--- src/rtl/audio_frame_scheduler_if.sv ---
// CSR bus and outgoing sample stream of the audio frame scheduler.
// The scheduler sits on the slave side; the host/sink sits on the master side.
interface audio_frame_scheduler_if;
  logic [2:0]  address;
  logic        read;
  logic        write;
  logic [31:0] writedata;
  logic [31:0] readdata;
  logic [31:0] out_data;
  logic        out_chan;
  logic        out_valid;
  logic        out_ready;

  modport master (
    output address, read, write, writedata, out_ready,
    input  readdata, out_data, out_chan, out_valid
  );

  modport slave (
    input  address, read, write, writedata, out_ready,
    output readdata, out_data, out_chan, out_valid
  );
endinterface

--- src/rtl/audio_frame_scheduler.sv ---
// Pops one left/right sample pair per audio frame tick and streams it as two
// MSB-justified beats (left then right); CSRs count frames per period and raise irq.
module audio_frame_scheduler #(
  parameter int FIFO_WIDTH    = 6,
  parameter int AUD_BIT_DEPTH = 24
) (
  input  logic                     clk,
  input  logic                     reset,
  audio_frame_scheduler_if.slave   bus,
  input  logic                     frame_tick,
  input  logic [AUD_BIT_DEPTH-1:0] l_data,
  input  logic [AUD_BIT_DEPTH-1:0] r_data,
  input  logic                     l_empty,
  input  logic                     r_empty,
  output logic                     l_rdreq,
  output logic                     r_rdreq,
  output logic                     irq
);
  localparam int CW = FIFO_WIDTH + 1;

  localparam logic [2:0] A_CTRL   = 3'd0;
  localparam logic [2:0] A_PERIOD = 3'd1;
  localparam logic [2:0] A_STATUS = 3'd2;
  localparam logic [2:0] A_FCOUNT = 3'd3;

  typedef enum logic [2:0] {
    IDLE, WAIT_TICK, POP, CAPTURE, SEND_L, SEND_R
  } state_t;

  state_t state, state_nxt;

  logic          ctrl_en, ctrl_irq_en;
  logic [CW-1:0] period_reg, period_act, frame_count, fc_inc;
  logic          st_irq, st_underrun, st_late;
  logic          busy;

  logic signed [AUD_BIT_DEPTH-1:0] l_samp_p0, r_samp_p0;

  logic latch_period, fc_clear, frame_done, underrun_set, late_set;
  logic zero_samp, capture, pop_c, out_valid_c, out_chan_c, irq_set;
  logic wr_ctrl, wr_period, wr_status;
  logic [31:0] rd_mux;
  logic unused_wdata;

  function automatic logic [31:0] msb_justify(input logic signed [AUD_BIT_DEPTH-1:0] s);
    logic [31:0] r;
    r = '0;
    r[31 -: AUD_BIT_DEPTH] = s;
    return r;
  endfunction

  assign wr_ctrl      = bus.write && (bus.address == A_CTRL);
  assign wr_period    = bus.write && (bus.address == A_PERIOD);
  assign wr_status    = bus.write && (bus.address == A_STATUS);
  assign unused_wdata = ^bus.writedata;

  assign busy    = (state != IDLE);
  assign fc_inc  = frame_count + 1'b1;
  assign irq_set = frame_done && (fc_inc == period_act);
  assign irq     = st_irq & ctrl_irq_en;

  always_ff @(posedge clk or posedge reset) begin
    if (reset) state <= IDLE;
    else       state <= state_nxt;
  end

  always_comb begin
    state_nxt    = state;
    pop_c        = 1'b0;
    out_valid_c  = 1'b0;
    out_chan_c   = 1'b0;
    latch_period = 1'b0;
    fc_clear     = 1'b0;
    frame_done   = 1'b0;
    underrun_set = 1'b0;
    zero_samp    = 1'b0;
    capture      = 1'b0;
    late_set     = frame_tick && (state != WAIT_TICK);
    case (state)
      IDLE: begin
        if (ctrl_en && (period_reg != '0)) begin
          state_nxt    = WAIT_TICK;
          latch_period = 1'b1;
        end
      end
      WAIT_TICK: begin
        if (!ctrl_en) begin
          state_nxt = IDLE;
          fc_clear  = 1'b1;
        end else if (frame_tick) begin
          if (!l_empty && !r_empty) begin
            state_nxt = POP;
          end else begin
            underrun_set = 1'b1;
            zero_samp    = 1'b1;
            state_nxt    = SEND_L;
          end
        end
      end
      POP: begin
        // Gated by the flags again so a pop can never hit an empty FIFO.
        pop_c     = !l_empty && !r_empty;
        state_nxt = CAPTURE;
      end
      CAPTURE: begin
        capture   = 1'b1;
        state_nxt = SEND_L;
      end
      SEND_L: begin
        out_valid_c = 1'b1;
        if (bus.out_ready) state_nxt = SEND_R;
      end
      SEND_R: begin
        out_valid_c = 1'b1;
        out_chan_c  = 1'b1;
        if (bus.out_ready) begin
          frame_done = 1'b1;
          state_nxt  = WAIT_TICK;
        end
      end
      default: state_nxt = IDLE;
    endcase
  end

  assign l_rdreq       = pop_c;
  assign r_rdreq       = pop_c;
  assign bus.out_valid = out_valid_c;
  assign bus.out_chan  = out_chan_c;
  assign bus.out_data  = (state == SEND_L) ? msb_justify(l_samp_p0) :
                         (state == SEND_R) ? msb_justify(r_samp_p0) : '0;

  // Stage p0: FIFO read data, valid the cycle after the pop, lands in the sample registers.
  always_ff @(posedge clk) begin
    if (capture) begin
      l_samp_p0 <= $signed(l_data);
      r_samp_p0 <= $signed(r_data);
    end else if (zero_samp) begin
      l_samp_p0 <= '0;
      r_samp_p0 <= '0;
    end
  end

  always_comb begin
    rd_mux = '0;
    case (bus.address)
      A_CTRL:   rd_mux = {30'd0, ctrl_irq_en, ctrl_en};
      A_PERIOD: rd_mux = 32'(period_reg);
      A_STATUS: rd_mux = {28'd0, st_late, st_underrun, st_irq, busy};
      A_FCOUNT: rd_mux = 32'(frame_count);
      default:  rd_mux = '0;
    endcase
  end

  always_ff @(posedge clk or posedge reset) begin
    if (reset) begin
      ctrl_en      <= 1'b0;
      ctrl_irq_en  <= 1'b0;
      period_reg   <= '0;
      period_act   <= '0;
      frame_count  <= '0;
      st_irq       <= 1'b0;
      st_underrun  <= 1'b0;
      st_late      <= 1'b0;
      bus.readdata <= '0;
    end else begin
      if (wr_ctrl)   {ctrl_irq_en, ctrl_en} <= bus.writedata[1:0];
      if (wr_period) period_reg <= bus.writedata[CW-1:0];
      // Hardware set is ORed in after the write-1-to-clear so it wins a same-cycle collision.
      st_irq      <= (st_irq      & ~(wr_status & bus.writedata[1])) | irq_set;
      st_underrun <= (st_underrun & ~(wr_status & bus.writedata[2])) | underrun_set;
      st_late     <= (st_late     & ~(wr_status & bus.writedata[3])) | late_set;
      if (latch_period || irq_set) period_act <= period_reg;
      if (fc_clear)       frame_count <= '0;
      else if (irq_set)   frame_count <= '0;
      else if (frame_done) frame_count <= fc_inc;
      if (bus.read) bus.readdata <= rd_mux;
    end
  end
endmodule

--- src/flat_wrapper.sv ---
// flat-port wrapper written by rule: the top's interface ports become plain ports
module audio_frame_scheduler_flat 
#(
  parameter int FIFO_WIDTH    = 6,
  parameter int AUD_BIT_DEPTH = 24
)
  (clk, reset, frame_tick, l_data, r_data, l_empty, r_empty, l_rdreq, r_rdreq, irq, bus_address, bus_read, bus_write, bus_writedata, bus_out_ready, bus_readdata, bus_out_data, bus_out_chan, bus_out_valid);
  audio_frame_scheduler_if bus_i ();
  input  logic clk;
  input  logic reset;
  input  logic frame_tick;
  input  logic [AUD_BIT_DEPTH-1:0] l_data;
  input  logic [AUD_BIT_DEPTH-1:0] r_data;
  input  logic l_empty;
  input  logic r_empty;
  output logic l_rdreq;
  output logic r_rdreq;
  output logic irq;
  input wire logic [$bits(bus_i.address)-1:0] bus_address;
  input wire logic [$bits(bus_i.read)-1:0] bus_read;
  input wire logic [$bits(bus_i.write)-1:0] bus_write;
  input wire logic [$bits(bus_i.writedata)-1:0] bus_writedata;
  input wire logic [$bits(bus_i.out_ready)-1:0] bus_out_ready;
  output wire logic [$bits(bus_i.readdata)-1:0] bus_readdata;
  output wire logic [$bits(bus_i.out_data)-1:0] bus_out_data;
  output wire logic [$bits(bus_i.out_chan)-1:0] bus_out_chan;
  output wire logic [$bits(bus_i.out_valid)-1:0] bus_out_valid;
  assign bus_i.address = bus_address;
  assign bus_i.read = bus_read;
  assign bus_i.write = bus_write;
  assign bus_i.writedata = bus_writedata;
  assign bus_i.out_ready = bus_out_ready;
  assign bus_readdata = bus_i.readdata;
  assign bus_out_data = bus_i.out_data;
  assign bus_out_chan = bus_i.out_chan;
  assign bus_out_valid = bus_i.out_valid;
  audio_frame_scheduler #(.FIFO_WIDTH(FIFO_WIDTH), .AUD_BIT_DEPTH(AUD_BIT_DEPTH)) u_core (.clk(clk), .reset(reset), .bus(bus_i), .frame_tick(frame_tick), .l_data(l_data), .r_data(r_data), .l_empty(l_empty), .r_empty(r_empty), .l_rdreq(l_rdreq), .r_rdreq(r_rdreq), .irq(irq));
endmodule
--- config.mk ---
export PLATFORM = sky130hd
export DESIGN_NAME = audio_frame_scheduler_flat
export DESIGN_NICKNAME = d
export VERILOG_FILES = /design/src/rtl/audio_frame_scheduler_if.sv /design/src/rtl/audio_frame_scheduler.sv /design/src/flat_wrapper.sv
export SDC_FILE = /design/constraint.sdc
export NUM_CORES = 1
export LEC_CHECK = 0
export BUFFER_PORTS_ARGS = -buffer_cell sky130_fd_sc_hd__buf_2
export CAP_MARGIN = 20
export CELL_PAD_IN_SITES_DETAIL_PLACEMENT = 0
export CELL_PAD_IN_SITES_GLOBAL_PLACEMENT = 1
export CORE_UTILIZATION = 25
export CTS_CLUSTER_DIAMETER = 120
export DETAILED_ROUTE_END_ITERATION = 10
export GPL_ROUTABILITY_DRIVEN = 0
export GPL_TIMING_DRIVEN = 0
export PLACE_DENSITY_LB_ADDON = 0.1
export REMOVE_ABC_BUFFERS = 1
export SYNTH_ARGS = -nofsm -noshare
export SYNTH_HDL_FRONTEND = slang
export SYNTH_SLANG_ARGS = --single-unit
--- constraint.sdc ---
create_clock -name clk -period 8.18 [get_ports clk]
set_input_delay 1.636 -clock clk [delete_from_list [all_inputs] [get_ports clk]]
set_output_delay 1.636 -clock clk [all_outputs]
set_load 0.005 [all_outputs]
==> reports/metrics.yaml, run 1 <==
outcome:
  status: "complete, no violations"
logic_synthesis:
  synth-edff-count: 48
  yosys.cell_types.count: 49
  netlist_instances: 377
  avgSynthCellArea_um2: 11.5
  synth_top_area_share_pct: 33.3
  synth_top_area_cell: "edfxtp_1"
  ys_async_sr_fraction_pct: 42.9
  synthFlopType: "edfxtp_1"
  ys_ff_latch: 84
  synth_area_um2: 4330
  synth.yosys.seq_area_share_pct: 54.1
  synth_area_leaders: "edfxtp_1, dfrtp_1, and2_1, mux2i_1, buf_4"
  yosysWarnings: 0
global_routing:
  overflow: 0
  grt_max_degree: 49
  grt_usage_pct: 11.7
  grt_pass1_vias: 2968
  grt_first_pass_wirelength_um: 16000
  antenna_found_initial: 0
layout:
  diodes: 0
  ff_latch_area_um2: 2340
  syn_to_final_growth_pct: 21.8
  multi_input_area_um2: 1740
  top_regs: "u_core.l_samp_p0 (24), u_core.r_samp_p0 (24)"
  finalNetCount: 565
  drive_above_1_share_pct: 31.8
  fillers: 1749
floorplanning:
  io_pins: 160
  start_util_pct: 25.8
  die-area_um2: 17900
  rows: 47
  die_x_um: 134
  die_h_um: 134
  design.core.area_um2: 16800
clock_tree:
  ctsHoldBuffers: 0
  cts_setup_buffers: 0
  cts_root_buf: "clkbuf_16"
  cts_tree: "yes"
  worstSkewPairLatency_ps: 350
  clockBufferDepth: 2
  cts_resized: 0
  clk_pin_slew_ps: 60
  clock-sinks: 84
  cts_buffers: 9
  htreeDepth: 3
placed_design:
  portBuffers: 101
  place_hpwl_um: 6950
  place_ws_ps: 4110
drt:
  met2_length_um: 4400
  drc: 0
  routed-wl-met3_um: 695
  wl_per_cell_um: 13.9
  wirelength_um: 9700
  m1WireLength_um: 4440
  dr.pass1.iters: 4
  viasPerCell: 4.11
  top_layer_used: "met4"
  ant_nets: 0
  drt_iter0_drc: 103
  num_vias: 2869
run:
  maxCapViolCount: 0
timing:
  fin_ws_ps: 4160
  setup_viol: 0
  slew_headroom_pct: 40.2
  finalCriticalPeriod_ps: 4020
  tns_ps: 0
  grt_setup_unrepaired: "no"
  fin_worst_skew_ps: 5.79
  hold_viol: 0
  worstMarginPinSlew_ps: 885
  slew_violations: 0
  fmax_mhz: 249
  fin_crit_sh_pct: 49.1
critical_path:
  crit_buf_inv: 2
  cpMostUsedCell: "buf_2"
  crit_path_cell_trace: "buf_2 > nor2_1 > and3_1 > buf_2"
  critical_path_required_ps: 6540
  start_kind: "input pin"
  slowest_stage: "nor2_1"
  critPathKind: "input pin to primary output"
  endpoint_kind: "primary output"
  arrival_ps: 2380
  slowest_delay_ps: 260
  crit_family: "simple AND/OR/NAND/NOR gates"
  cp_max_fo: 3
pwr:
  p_leak_nw: 2.35
  peakVddDrop_v: 0.000150
  powerDensity_nw_per_um2: 270
hold_path:
  min_path_type: "flop to flop"
-- synthesized netlist by cell type (2+ instances only) --
cell,n
buf_2,3
mux2_2,13
o22ai_1,8
and2_1,49
mux2_4,7
nand2b_1,2
clkbuf_1,11
a21oi_1,5
o21ai_1,4
a22oi_1,2
nand3_2,2
o21ai_0,7
xor2_1,5
buf_1,2
nand2_1,20
dfrtp_1,36
inv_1,16
xnor2_1,5
and3_4,2
mux2i_1,28
nand3_1,5
nor3_1,4
edfxtp_1,48
a22o_1,2
nor2b_1,2
buf_4,36
nor2_1,31
-- placed cells by master (no fill, tap or decap), types with 7 or more instances in the layout --
| cell type | n |
|---|---|
| nand2_1 | 20 |
| clkbuf_16 | 9 |
| o22ai_1 | 8 |
| dfrtp_1 | 35 |
| inv_1 | 15 |
| mux2i_1 | 28 |
| nor2_1 | 30 |
| and2_1 | 49 |
| edfxtp_1 | 48 |
| buf_2 | 101 |
| mux2_4 | 7 |
| conb_1 | 33 |
| mux2_2 | 13 |
-- area by class of cell --
type                            instances  area share [%]
Clock buffer                           10            4.34
Clock inverter                          6           0.759
Inverter                               16            1.14
Multi-Input combinational cell        257            33.0
Sequential cell                        84            44.4
Tap cell                              220            5.22
Timing Repair Buffer                  105            11.1
-- layer usage --
| layer | vias to the layer above | GRT usage [%] |
|---|---|---|
| li1 | 1421 | - |
| met1 | 1336 | 14.9 |
| met2 | 101 | 18.1 |
| met3 | 11 | 3.84 |
| met4 | 0 | 5.49 |
| met5 | - | 0 |
-- cells by family after synthesis --
logic type / synth area share, %
AO/OA/AOI/OAI: 5.32
XOR/XNOR: 2.02
adder cells (fa/ha/maj): 0.289
buffers and inverters: 9.10
flip-flops: 54.1
multiplexers: 12.8
other: 0.0866
AND/OR/NAND/NOR: 16.3
-- tightest hold or removal path, stage by stage, from the launching register on --
cell and delay, ps:
dfrtp_1 350, nand2_1 60, nand2_1 50
-- stage by stage --
step / utilization, % / area, um2 / power [mW] / std cells / hold slack [ps]
finish: 31.5 / 5280 / 1.42 / 698 / 493
global route: 31.5 / 5280 / 1.52 / 698 / 547
CTS: 31.5 / 5280 / 1.46 / 698 / 500
detailed placement: 29.9 / 5010 / 1.06 / 682 / 484
global placement: 29.2 / 4900 / 1.04 / 678 / 490
floorplan: - / 4120 / 0.879 / 357 / 446
-- worst paths after layout --
check,from,end,slack [ps],cells past startpoint
max,r_empty,r_rdreq,4160,4
max reg2reg,u_core.frame_count[0],u_core.frame_count[3],5680,7
min in group asynchronous,reset,u_core.st_underrun,1440,2
min reg2reg,u_core.st_irq,u_core.st_irq,490,2
max in group asynchronous,reset,u_core.state[0],6190,2
min,u_core.st_irq,u_core.st_irq,490,2
-- power breakdown --
group | leakage [nW] | switching [mW] | internal [mW] | total (mW)
Clock | 0.123 | 0.175 | 0.205 | 0.380
Sequential | 0.900 | 0.0777 | 0.529 | 0.607
Combinational | 1.33 | 0.215 | 0.222 | 0.437
Total | 2.35 | 0.467 | 0.957 | 1.42
(Power assumes the default switching activity.)
==> run 2, diff against run 1 <==
- ABC_AREA: unset -> 1
- clock period: 8.18 -> 3.95 ns (I/O delays scaled with it)
==> run 2 against run 1 <==
Effect of this change:
- clock skew rose by 7.3 ps
- clock power grew 140%
- largest cell class unchanged
- total power up 90%
- combinational power increased by 44%
- sequential cell count did not move
- synthesized area decreased by 1.8%
- routed wire length grew 6.0%
- global-route usage grew 0.56 points
- die area shrank 1.7%
- utilization about the same
- non-clock buffer count down 2
- worst hold slack lost 18 ps
- critical endpoint is now bus_out_data[26]
==> reports/metrics.yaml, run 2 <==
outcome:
  status: "complete, no violations"
timing:
  setup_viol: 0
  slew_headroom_pct: 43.0
  finalCriticalPeriod_ps: 2780
  fin_crit_sh_pct: 70.4
  fin_hold_ws_ps: 475
  grt_setup_unrepaired: "no"
  slew_violations: 0
  fin_worst_skew_ps: 13.1
  hold_viol: 0
  fmax_mhz: 359
  worstMarginPinSlew_ps: 853
clock_tree:
  htreeDepth: 3
  cts_resized: 0
  cts_root_buf: "clkbuf_16"
  ctsHoldBuffers: 0
  clock-sinks: 84
  worstSkewPairLatency_ps: 350
  cts_buffers: 9
  cts_setup_buffers: 0
  cts_tree: "yes"
  clockBufferDepth: 2
  clk_pin_slew_ps: 70
drt:
  dr.pass1.iters: 4
  num_vias: 3209
  ant_nets: 0
  viasPerCell: 4.05
  wl_per_cell_um: 13.0
  wirelength_um: 10300
  drc: 0
  drt_iter0_drc: 104
critical_path:
  arrival_ps: 1990
  start_kind: "flop"
  reg2reg_to: "u_core.l_samp_p0[8]"
  reg2regPathDepth: 5
  critical_path_required_ps: 3160
  reg2reg_from: "u_core.state[0]"
  endpoint_kind: "primary output"
  critPathKind: "flop to primary output"
  cp_max_fo: 16
  rrSetupSlack_ps: 1490
logic_synthesis:
  synth_area_um2: 4260
  synth-edff-count: 48
  post-synth-top-count-cell: "inv_1"
  synth_top_area_cell: "edfxtp_1"
  ys_top_cells_by_count: "inv_1, nand2_1, nor2_1"
  netlist_instances: 468
  yosysWarnings: 0
  yosys.cell_types.count: 34
  synthFlopType: "edfxtp_1"
  synth_area_leaders: "edfxtp_1, dfrtp_1, inv_1, nand2_1, nor2_1"
  synth.yosys.seq_area_share_pct: 55.0
  ys_ff_latch: 84
  ys_async_sr_fraction_pct: 42.9
  synth_top_area_share_pct: 33.9
  avgSynthCellArea_um2: 9.09
placed_design:
  dp.cells: 776
  portBuffers: 101
  place_hpwl_um: 7370
layout:
  diodes: 0
  top_regs: "u_core.l_samp_p0 (24), u_core.r_samp_p0 (24)"
  drive_above_1_share_pct: 24.5
  fillers: 1820
  most-common-layout-cells: "buf_2, inv_1, nand2_1"
  final_common_cell: "buf_2"
  fin_cells: 792
  ff_latch_area_um2: 2340
  multi_input_area_um2: 1410
  finalNetCount: 659
  syn_to_final_growth_pct: 22.6
global_routing:
  grt_max_degree: 50
  grt_first_pass_wirelength_um: 16400
  overflow: 0
  antenna_found_initial: 1
  grt_pass1_vias: 3261
  grt_usage_pct: 12.3
floorplanning:
  die_h_um: 132
  start_util_pct: 25.7
  io_pins: 160
  die-area_um2: 17500
  die_x_um: 132
  rows: 47
  design.core.area_um2: 16600
hold_path:
  min_path_type: "flop to flop"
  min_from: "u_core.period_reg[4]"
  hold_depth: 2
  hold_end: "u_core.period_act[4]"
pwr:
  powerDensity_nw_per_um2: 520
  peakVddDrop_v: 0.000246
  p_leak_nw: 2.65
run:
  maxCapViolCount: 0
==> run 2: changes by cell type in the layout (fill, tap and decap cells not counted), moves of 4 or more <==
cell,before,now
a22o_1,2,24
and2_1,49,0
inv_1,15,82
mux2_2,13,7
mux2_4,7,0
mux2i_1,28,0
nand2_1,20,73
nand2_2,0,5
nand3_1,5,24
nor2_1,30,70
o21ai_0,6,17
o22ai_1,8,3
xnor2_1,5,1
xor2_1,5,0
==> run 2: power breakdown <==
part	switching, mW	internal (mW)	total (mW)
Sequential	0.0876	1.06	1.15
Combinational	0.368	0.262	0.630
Clock	0.373	0.558	0.931
==> run 2: worst max path at each step <==
| stage | endpoint | cells after the start | startpoint | slack [ps] |
|---|---|---|---|---|
| after floorplan | u_core.l_samp_p0[0] | 4 | u_core.state[0] | 920 |
| after global placement | u_core.r_samp_p0[14] | 4 | u_core.state[0] | -350 |
| after detailed placement | u_core.r_samp_p0[14] | 5 | u_core.state[0] | 1380 |
| after CTS | bus_out_data[18] | 6 | u_core.state[1] | 1110 |
| after global routing | bus_out_data[26] | 6 | u_core.state[1] | 1000 |
| final | bus_out_data[26] | 6 | u_core.state[1] | 1170 |
==> run 2: logic make-up (layout without fill, tap and decap cells) <==
| kind of cell | after synthesis | after routing | synth area share [%] |
|---|---|---|---|
| other cells | 1 | 33 | 0.0881 |
| compound gates | 55 | 55 | 9.06 |
| flops | 84 | 84 | 55.0 |
| xor+xnor | 1 | 1 | 0.206 |
| mux | 7 | 7 | 1.85 |
| fa+ha+maj | 1 | 1 | 0.294 |
| simple gates | 187 | 187 | 18.6 |
| buf+inv | 132 | 204 | 14.9 |
==> run 2: layer usage <==
| metal | GRT usage, % | wire (um) | vias up |
|---|---|---|---|
| met5 | 0 | 0 | - |
| met4 | 5.94 | 201 | 0 |
| met3 | 3.45 | 538 | 10 |
| met2 | 20.0 | 4840 | 80 |
| met1 | 15.1 | 4700 | 1483 |
| li1 | - | - | 1636 |
==> run 2: area by class of cell <==
type / instances / share of cell area [%]
Tap cell: 220 / 5.28
Inverter: 85 / 6.12
Clock buffer: 9 / 4.32
Clock inverter: 7 / 1.87
Timing Repair Buffer: 103 / 10.6
Multi-Input combinational cell: 284 / 26.9
Sequential cell: 84 / 44.9
==> run 2: worst max-delay path, stage by stage (launching register included) <==
cell     delay (ps)
dfrtp_1         420
inv_1           100
nand2_2         110
nor2_2          530
buf_16          230
a22o_1          150
buf_2           120
==> run 2: per-stage QoR <==
stage / TNS (ps) / worst slack (ps) / instance area [um2] / utilization [%] / power (mW)
2_1_floorplan: 0 / 924 / 4060 / - / 1.54
3_3_place_gp: -16840 / -354 / 4840 / 29.2 / 1.79
3_5_place_dp: 0 / 1380 / 4890 / 29.5 / 1.82
4_1_cts: 0 / 1110 / 5220 / 31.5 / 2.77
5_1_grt: 0 / 1000 / 5220 / 31.5 / 2.88
6_report: 0 / 1170 / 5220 / 31.5 / 2.71
